<file path="config.mk">
export PLATFORM = sky130hd
export DESIGN_NAME = mastermind_round_ctrl
export DESIGN_NICKNAME = d
export VERILOG_FILES = /design/src/rtl/mastermind_round_ctrl.sv
export SDC_FILE = /design/constraint.sdc
export NUM_CORES = 1
export LEC_CHECK = 0
export ABC_AREA = 1
export CORE_MARGIN = 2
export CORE_UTILIZATION = 35
export CTS_BUF_LIST = sky130_fd_sc_hd__clkbuf_16
export CTS_CLUSTER_DIAMETER = 100
export DETAILED_ROUTE_END_ITERATION = 10
export REMOVE_ABC_BUFFERS = 1
export SYNTH_ARGS = -nofsm -noshare
export SYNTH_HDL_FRONTEND = slang
export SYNTH_SLANG_ARGS = --single-unit
</file>
<file path="constraint.sdc">
create_clock -name clk -period 2 [get_ports clk]
set_input_delay 0.3 -clock clk [delete_from_list [all_inputs] [get_ports clk]]
set_output_delay 0.3 -clock clk [all_outputs]
set_load 0.005 [all_outputs]
</file>
<file path="src/rtl/mastermind_round_ctrl.sv">
// Round controller for a Mastermind game: sequences code entry, guess entry,
// the four-step compare engine scoring pass and the win/lose decision.
module mastermind_round_ctrl #(
  parameter int unsigned MAX_GUESSES = 8
) (
  input  logic       clk,
  input  logic       reset,
  input  logic       load,
  input  logic [2:0] red,
  output logic       code_we,
  output logic       guess_we,
  output logic [1:0] digit_sel,
  output logic       clear_score,
  output logic       compare_en,
  output logic [3:0] guess_count,
  output logic [1:0] phase,
  output logic       win,
  output logic       lose
);

  typedef enum logic [2:0] {
    S_CODE,
    S_GUESS,
    S_CLEAR,
    S_SCORE,
    S_EVAL,
    S_DONE
  } state_t;

  localparam logic [3:0] MAX_GC = 4'(MAX_GUESSES);

  state_t     state, state_nxt;
  logic [1:0] dcnt, dcnt_nxt;
  logic [3:0] gc_nxt;
  logic       win_nxt, lose_nxt;
  logic       load_q;
  logic       press;

  // load_q tracks the button every cycle, so a button held through scoring
  // or through reset release never looks like a fresh press.
  assign press = load & ~load_q;

  always_ff @(posedge clk) begin
    if (reset) begin
      state       <= S_CODE;
      dcnt        <= 2'd0;
      guess_count <= 4'd0;
      win         <= 1'b0;
      lose        <= 1'b0;
      load_q      <= 1'b1;
    end else begin
      state       <= state_nxt;
      dcnt        <= dcnt_nxt;
      guess_count <= gc_nxt;
      win         <= win_nxt;
      lose        <= lose_nxt;
      load_q      <= load;
    end
  end

  always_comb begin
    state_nxt   = state;
    dcnt_nxt    = dcnt;
    gc_nxt      = guess_count;
    win_nxt     = win;
    lose_nxt    = lose;
    code_we     = 1'b0;
    guess_we    = 1'b0;
    digit_sel   = 2'd0;
    clear_score = 1'b0;
    compare_en  = 1'b0;
    phase       = 2'd0;
    case (state)
      S_CODE: begin
        phase = 2'd0;
        if (press) begin
          code_we   = 1'b1;
          digit_sel = dcnt;
          dcnt_nxt  = dcnt + 2'd1;
          if (dcnt == 2'd3) state_nxt = S_GUESS;
        end
      end
      S_GUESS: begin
        phase = 2'd1;
        if (press) begin
          guess_we  = 1'b1;
          digit_sel = dcnt;
          dcnt_nxt  = dcnt + 2'd1;
          if (dcnt == 2'd3) state_nxt = S_CLEAR;
        end
      end
      S_CLEAR: begin
        phase       = 2'd2;
        clear_score = 1'b1;
        state_nxt   = S_SCORE;
      end
      S_SCORE: begin
        // dcnt wrapped to 0 on the last guess digit, so it doubles as compare index.
        phase      = 2'd2;
        compare_en = 1'b1;
        digit_sel  = dcnt;
        dcnt_nxt   = dcnt + 2'd1;
        if (dcnt == 2'd3) state_nxt = S_EVAL;
      end
      S_EVAL: begin
        phase    = 2'd2;
        gc_nxt   = guess_count + 4'd1;
        dcnt_nxt = 2'd0;
        if (red == 3'd4) begin
          win_nxt   = 1'b1;
          state_nxt = S_DONE;
        end else if (gc_nxt == MAX_GC) begin
          lose_nxt  = 1'b1;
          state_nxt = S_DONE;
        end else begin
          state_nxt = S_GUESS;
        end
      end
      S_DONE: begin
        phase = 2'd3;
        if (press) begin
          win_nxt   = 1'b0;
          lose_nxt  = 1'b0;
          gc_nxt    = 4'd0;
          dcnt_nxt  = 2'd0;
          state_nxt = S_CODE;
        end
      end
      default: state_nxt = S_CODE;
    endcase
    // Strobes are suppressed while reset is held so an abort is clean immediately.
    if (reset) begin
      code_we     = 1'b0;
      guess_we    = 1'b0;
      digit_sel   = 2'd0;
      clear_score = 1'b0;
      compare_en  = 1'b0;
      phase       = 2'd0;
    end
  end

endmodule
</file>
* Word-level counts from Yosys, hierarchy flattened
Cells that the tools add are included.
** Word-level totals
- Register bits :: 12
- Input bits :: 6
- Word-level logic and storage cells :: 72
** Operators by class
- Add/subtract/negate cells :: 2
- Eq/ne operators :: 18
- Multiplexer cells :: 34
- Bitwise operators :: 2
- Reductions and logical operators :: 10
** Operators with widths (number)
- two-way mux 3 bit :: 8
- inequality test 2 bit (second input constant) :: 9
- one-hot mux 3 bit (6 select lines) :: 1
- two-way mux 1 bit :: 13
- two-way mux 2 bit :: 5
- == test 3 bit (second input constant) :: 3
- one-hot mux 2 bit (4 select lines) :: 1
- one-hot mux 4 bit (2 select lines) :: 1
- == test 3 x 2 -> 1 bit (second input constant) :: 2
- one-hot mux 2 bit (3 select lines) :: 1
- AND reduction 3 bit :: 2
- AND reduction 6 bit :: 1
- adder 4 x 1 -> 4 bit (second input constant) :: 1
- == test 4 bit (second input constant) :: 1
- two-way mux 4 bit :: 1
- one-hot mux 1 bit (2 select lines) :: 2
- one-hot mux 2 bit (2 select lines) :: 1
- AND reduction 4 bit :: 1
- nonzero test 4 bit :: 1
- == test 3 x 1 -> 1 bit (second input constant) :: 1
- zero test 3 bit :: 1
- OR reduction 3 bit :: 1
- adder 2 x 1 -> 2 bit (second input constant) :: 1
- == test 2 bit (second input constant) :: 1
- other kinds (6) :: 6

* Longest topological paths before layout
Gate-level depths: netlist of run 1.
- Depth in word-level cells :: 5
- Gate-level depth with buffers :: 9
- Mapped depth without buffers :: 8

* Least setup slack after synthesis of run 1
OpenSTA, ideal clock, no wires.
- Path type :: flip-flop to output port
- Start point :: register state[2]
- End point :: output port digit_sel[0]
- Data arrival time :: 1.053 ns
- Required time :: 1.700 ns
- Path slack :: 0.647 ns
- Stages on the path, launching flop included :: 8
- Path buffers :: 1
- Cells stage by stage :: dfxtp_1 > buf_4 > inv_1 > ha_1 > nand2_1 > nand2_1 > inv_1 > nor3_1
** On the way
- Longest elaborated chain between the ends :: 4
- Elaborated cells between the ends (all ways) :: 6
- Those cells by class :: eq/ne (2); mux (2); reduce/logical (2)
** Ends and longest elaborated chain
- start: declaration :: line 32 : state_t state, state_nxt;
- start signal: assignment :: line 52 : state <= state_nxt;
- == test 3 x 1 -> 1 bit or zero test 3 bit (tied branches) :: line 73 : case (state)
- OR reduction 2 bit (no source line)
- one-hot mux 2 bit (2 select lines) * :: line 73
- two-way mux 2 bit * :: line 132 : if (reset) begin
- end: declaration :: line 12 : output logic [1:0] digit_sel,
Every way passes the cells marked *; elsewhere a longest branch is shown, timed or not.

* Final worst setup path of run 1
- Start point :: register state[1]
- End point :: output port phase[1]
** On the way
- Longest elaborated chain between the ends :: 4
- Elaborated cells between the ends (all ways) :: 8
- Those cells by class :: eq/ne (5); mux (2); reduce/logical (1)
** Ends and longest elaborated chain
- == test 3 bit or == test 3 x 2 -> 1 bit (tied branches) :: line 73
- OR reduction 3 bit (no source line)
- one-hot mux 2 bit (3 select lines) * :: line 73
- two-way mux 2 bit * :: line 132
- end: declaration :: line 16 : output logic [1:0] phase,
Marked as above.

==> flow_summary_export.csv, run 1 <==
group,metric,value,unit
place,dp.cells,176,
route,wl_per_cell,10.3,µm
critical_path,crit_chain,"inv_4 > ha_1 > inv_1 > nor2_1 > clkdlybuf4s50_1",
power_and_ir_drop,finalPower,1.19,mW
sta,fin_skew,0.00200,ns
power_and_ir_drop,vdd_drop_max,0.666,mV
synth,netlist_area,808,µm²
critical_path,crit_required,1.70,ns
route,wl_met2,841,µm
die,die_area,2710,µm²
synth,yosysSeqAreaShare,0.297,
synth,synth_cells,124,
sta,finalSetupViolCount,0,
critical_path,critical_path_buf_inv_count,3,
route,drc,0,
cells_and_area,layout-drive-gt1-share,0.184,
critical_path,crit_type,"reg2out",
sta,max_freq,533,MHz
clock_tree,cts_tree,"built",
route,viasPerCell,4.76,
power_and_ir_drop,cellPowerDensity,1020,nW/µm²
synth,yosysWarnings,0,
grt,antenna_found_initial,0,
route,wl_met3,91,µm
worst_hold_path,min_path_type,"reg2reg",
critical_path,worstPathArrival,1.58,ns
grt,overflow,0,
die,row_count,17,
cells_and_area,fill_cells,242,
cells_and_area,fin_util,0.532,
route,drtAntennaViolNets,0,
route,dr.pass1.iters,4,
place,gp_congestion,0.913,
place,hpwl,1430,µm
die,die_w,52.1,µm
place,port_buffers,19,
place,dpl_worst_slack,-0.104,ns
clock_tree,cts_root_buf,"clkbuf_16",
clock_tree,cts-buffers-inserted,3,
route,met1_length,848,µm
sta,setup_slack,0.124,ns
cells_and_area,n_antenna_cell,0,
power_and_ir_drop,p_leak,0.560,nW
sta,grt_setup_unrepaired,"no",
cells_and_area,areaGrowthSynthToFinish,44.1,%
sta,hold_viol,0,
critical_path,crit_path_top_delay_cell,"clkdlybuf4s50_1",
sta,slew_headroom,0.768,
die,floorplan.initialDensity,0.369,
clock_tree,clockBufferDepth,2,
sta,fin_crit_sh,0.938,
critical_path,endpoint_kind,"primary output",
route,num_vias,856,
clock_tree,h-tree-depth,1,
clock_tree,cts_setup_buffers,0,
cells_and_area,num-nets-final,163,
run,maxCapViolations,0,
critical_path,startpoint_type,"flip-flop",
critical_path,critPathMaxFanout,10,
route,drt-total-wl,1850,µm
grt,grt_pass1_wl,3210,µm
sta,drv_slew,0,
grt,track_usage,0.157,
clock_tree,clock_latency,0.24,ns
die,chipHeight,52.1,µm
critical_path,critPathMaxStageDelay,0.50,ns
sta,worst_pin_slew,0.348,ns
sta,min_period,1.88,ns
clock_tree,clock_sinks,12,
cells_and_area,multi_input_area,483,µm²
die,io_pins,20,
synth,synth_cell_types,22,
cells_and_area,fin_cells,180,
route,highest_layer,"met4",
synth,syn_avg_cell_area,6.52,µm²
critical_path,critPathTopFamily,"buffers and inverters",
die,core_area,2190,µm²
grt,grt_max_degree,11,
status,status,"complete, no violations",
cells_and_area,regArea,241,µm²
synth,yosys_register_bits,12,
clock_tree,clkTransAtPathRegs,0.04,ns
sta,hold_ws,0.453,ns
route,drt_iter0_markers,9,
grt,grt_pass1_vias,780,
-- placed cells by master (no fill, tap or decap) --
master / count
nor2_4: 1
o21ai_0: 2
ha_1: 4
nor3_1: 1
clkbuf_16: 3
dlymetal6s2s_1: 2
nand3_2: 1
dlygate4sd2_1: 3
o21ai_2: 2
nand2_2: 2
clkinv_1: 2
nor4_1: 2
nand3_1: 11
nor4_2: 1
nand2_1: 35
inv_4: 3
buf_4: 8
nand4_1: 3
dfxtp_1: 11
dfxtp_2: 1
a21oi_2: 1
clkdlybuf4s50_1: 14
inv_1: 14
nand3_4: 1
nor2_1: 12
a21oi_1: 8
nor2_2: 4
-- per-stage QoR --
step                      area (µm²)  TNS, ns
after floorplan                  790        0
after global placement          1070   -0.194
after detailed placement        1070   -0.290
after CTS                       1160        0
after global routing            1160        0
final                           1160        0
-- cell families (layout without fill, tap and decap cells) --
group	count (synthesis)	in the layout	synth area share
buffers and inverters	21	49	0.116
DFF	12	12	0.297
adders and majority gates	4	4	0.0619
and+or+nand+nor	74	74	0.430
AOI/OAI and AO/OA	13	13	0.0944
-- worst reg2reg max path, delay by kind of cell (launching register included) --
kind / cells / cell delay, ns
adder cells (fa/ha/maj): 1 / 0.22
buffers and inverters: 2 / 0.13
AND/OR/NAND/NOR: 3 / 0.21
AO/OA/AOI/OAI: 2 / 0.25
flip-flops: 1 / 0.37
-- cell usage after synthesis --
master | instances | area share
nand3_4 | 1 | 0.022
clkbuf_1 | 1 | 0.0046
nand2_1 | 35 | 0.16
nor2_1 | 13 | 0.060
nand4_1 | 3 | 0.023
o21ai_2 | 2 | 0.022
nor4_1 | 3 | 0.023
buf_4 | 2 | 0.019
nor3_1 | 1 | 0.0062
nor2_4 | 1 | 0.014
clkinv_1 | 1 | 0.0046
nor2_2 | 3 | 0.023
dfxtp_1 | 12 | 0.30
nand3_2 | 1 | 0.012
o21ai_0 | 2 | 0.012
nand2_2 | 2 | 0.015
inv_1 | 14 | 0.065
a21oi_1 | 8 | 0.050
ha_1 | 4 | 0.062
nand3_1 | 11 | 0.068
inv_4 | 3 | 0.023
a21oi_2 | 1 | 0.011
-- state kept, by name, summed over array words and instances, names as in the netlist --
register     flops
dcnt             2
guess_count      4
load_q           1
lose             1
state            3
win              1
-- power by group --
| part | internal, mW | switching [mW] | leakage [nW] | total (mW) |
|---|---|---|---|---|
| sequential | 0.285 | 0.0430 | 0.0983 | 0.328 |
| clock | 0.263 | 0.106 | 0.0385 | 0.369 |
| combinational | 0.210 | 0.283 | 0.423 | 0.493 |
-- per-layer routing --
metal | global-route usage | vias up
li1 | - | 456
met1 | 0.196 | 369
met2 | 0.247 | 22
met3 | 0.0345 | 9
met4 | 0.0921 | 0
met5 | 0 | -
-- timing repair --
item	in CTS	in global routing
endpoints found under the setup margin	5	3
hold buffers	0	0
pin swaps	1	0
resized for setup	5	3
-- final cells by class --
| cell class | count | area share |
|---|---|---|
| Clock buffer | 3 | 0.0644 |
| Multi-Input combinational cell | 91 | 0.415 |
| Timing Repair Buffer | 27 | 0.216 |
| Clock inverter | 1 | 0.00322 |
| Tap cell | 28 | 0.0301 |
| Sequential cell | 12 | 0.207 |
| Inverter | 18 | 0.0644 |
-- final timing paths --
kind            start  slack (ns)  depth (start not counted)  endpoint
min reg2reg      lose        0.45                          2      lose
max reg2reg  state[1]        0.71                          8   dcnt[1]
max          state[1]        0.12                          5  phase[1]
min              lose        0.45                          2      lose
(Power assumes the default switching activity.)
==> inputs of run 2 (changes only) <==
- TNS_END_PERCENT: default -> 100
==> results of run 2 <==
Final layout, timing and power as in run 1 (identical DEF).
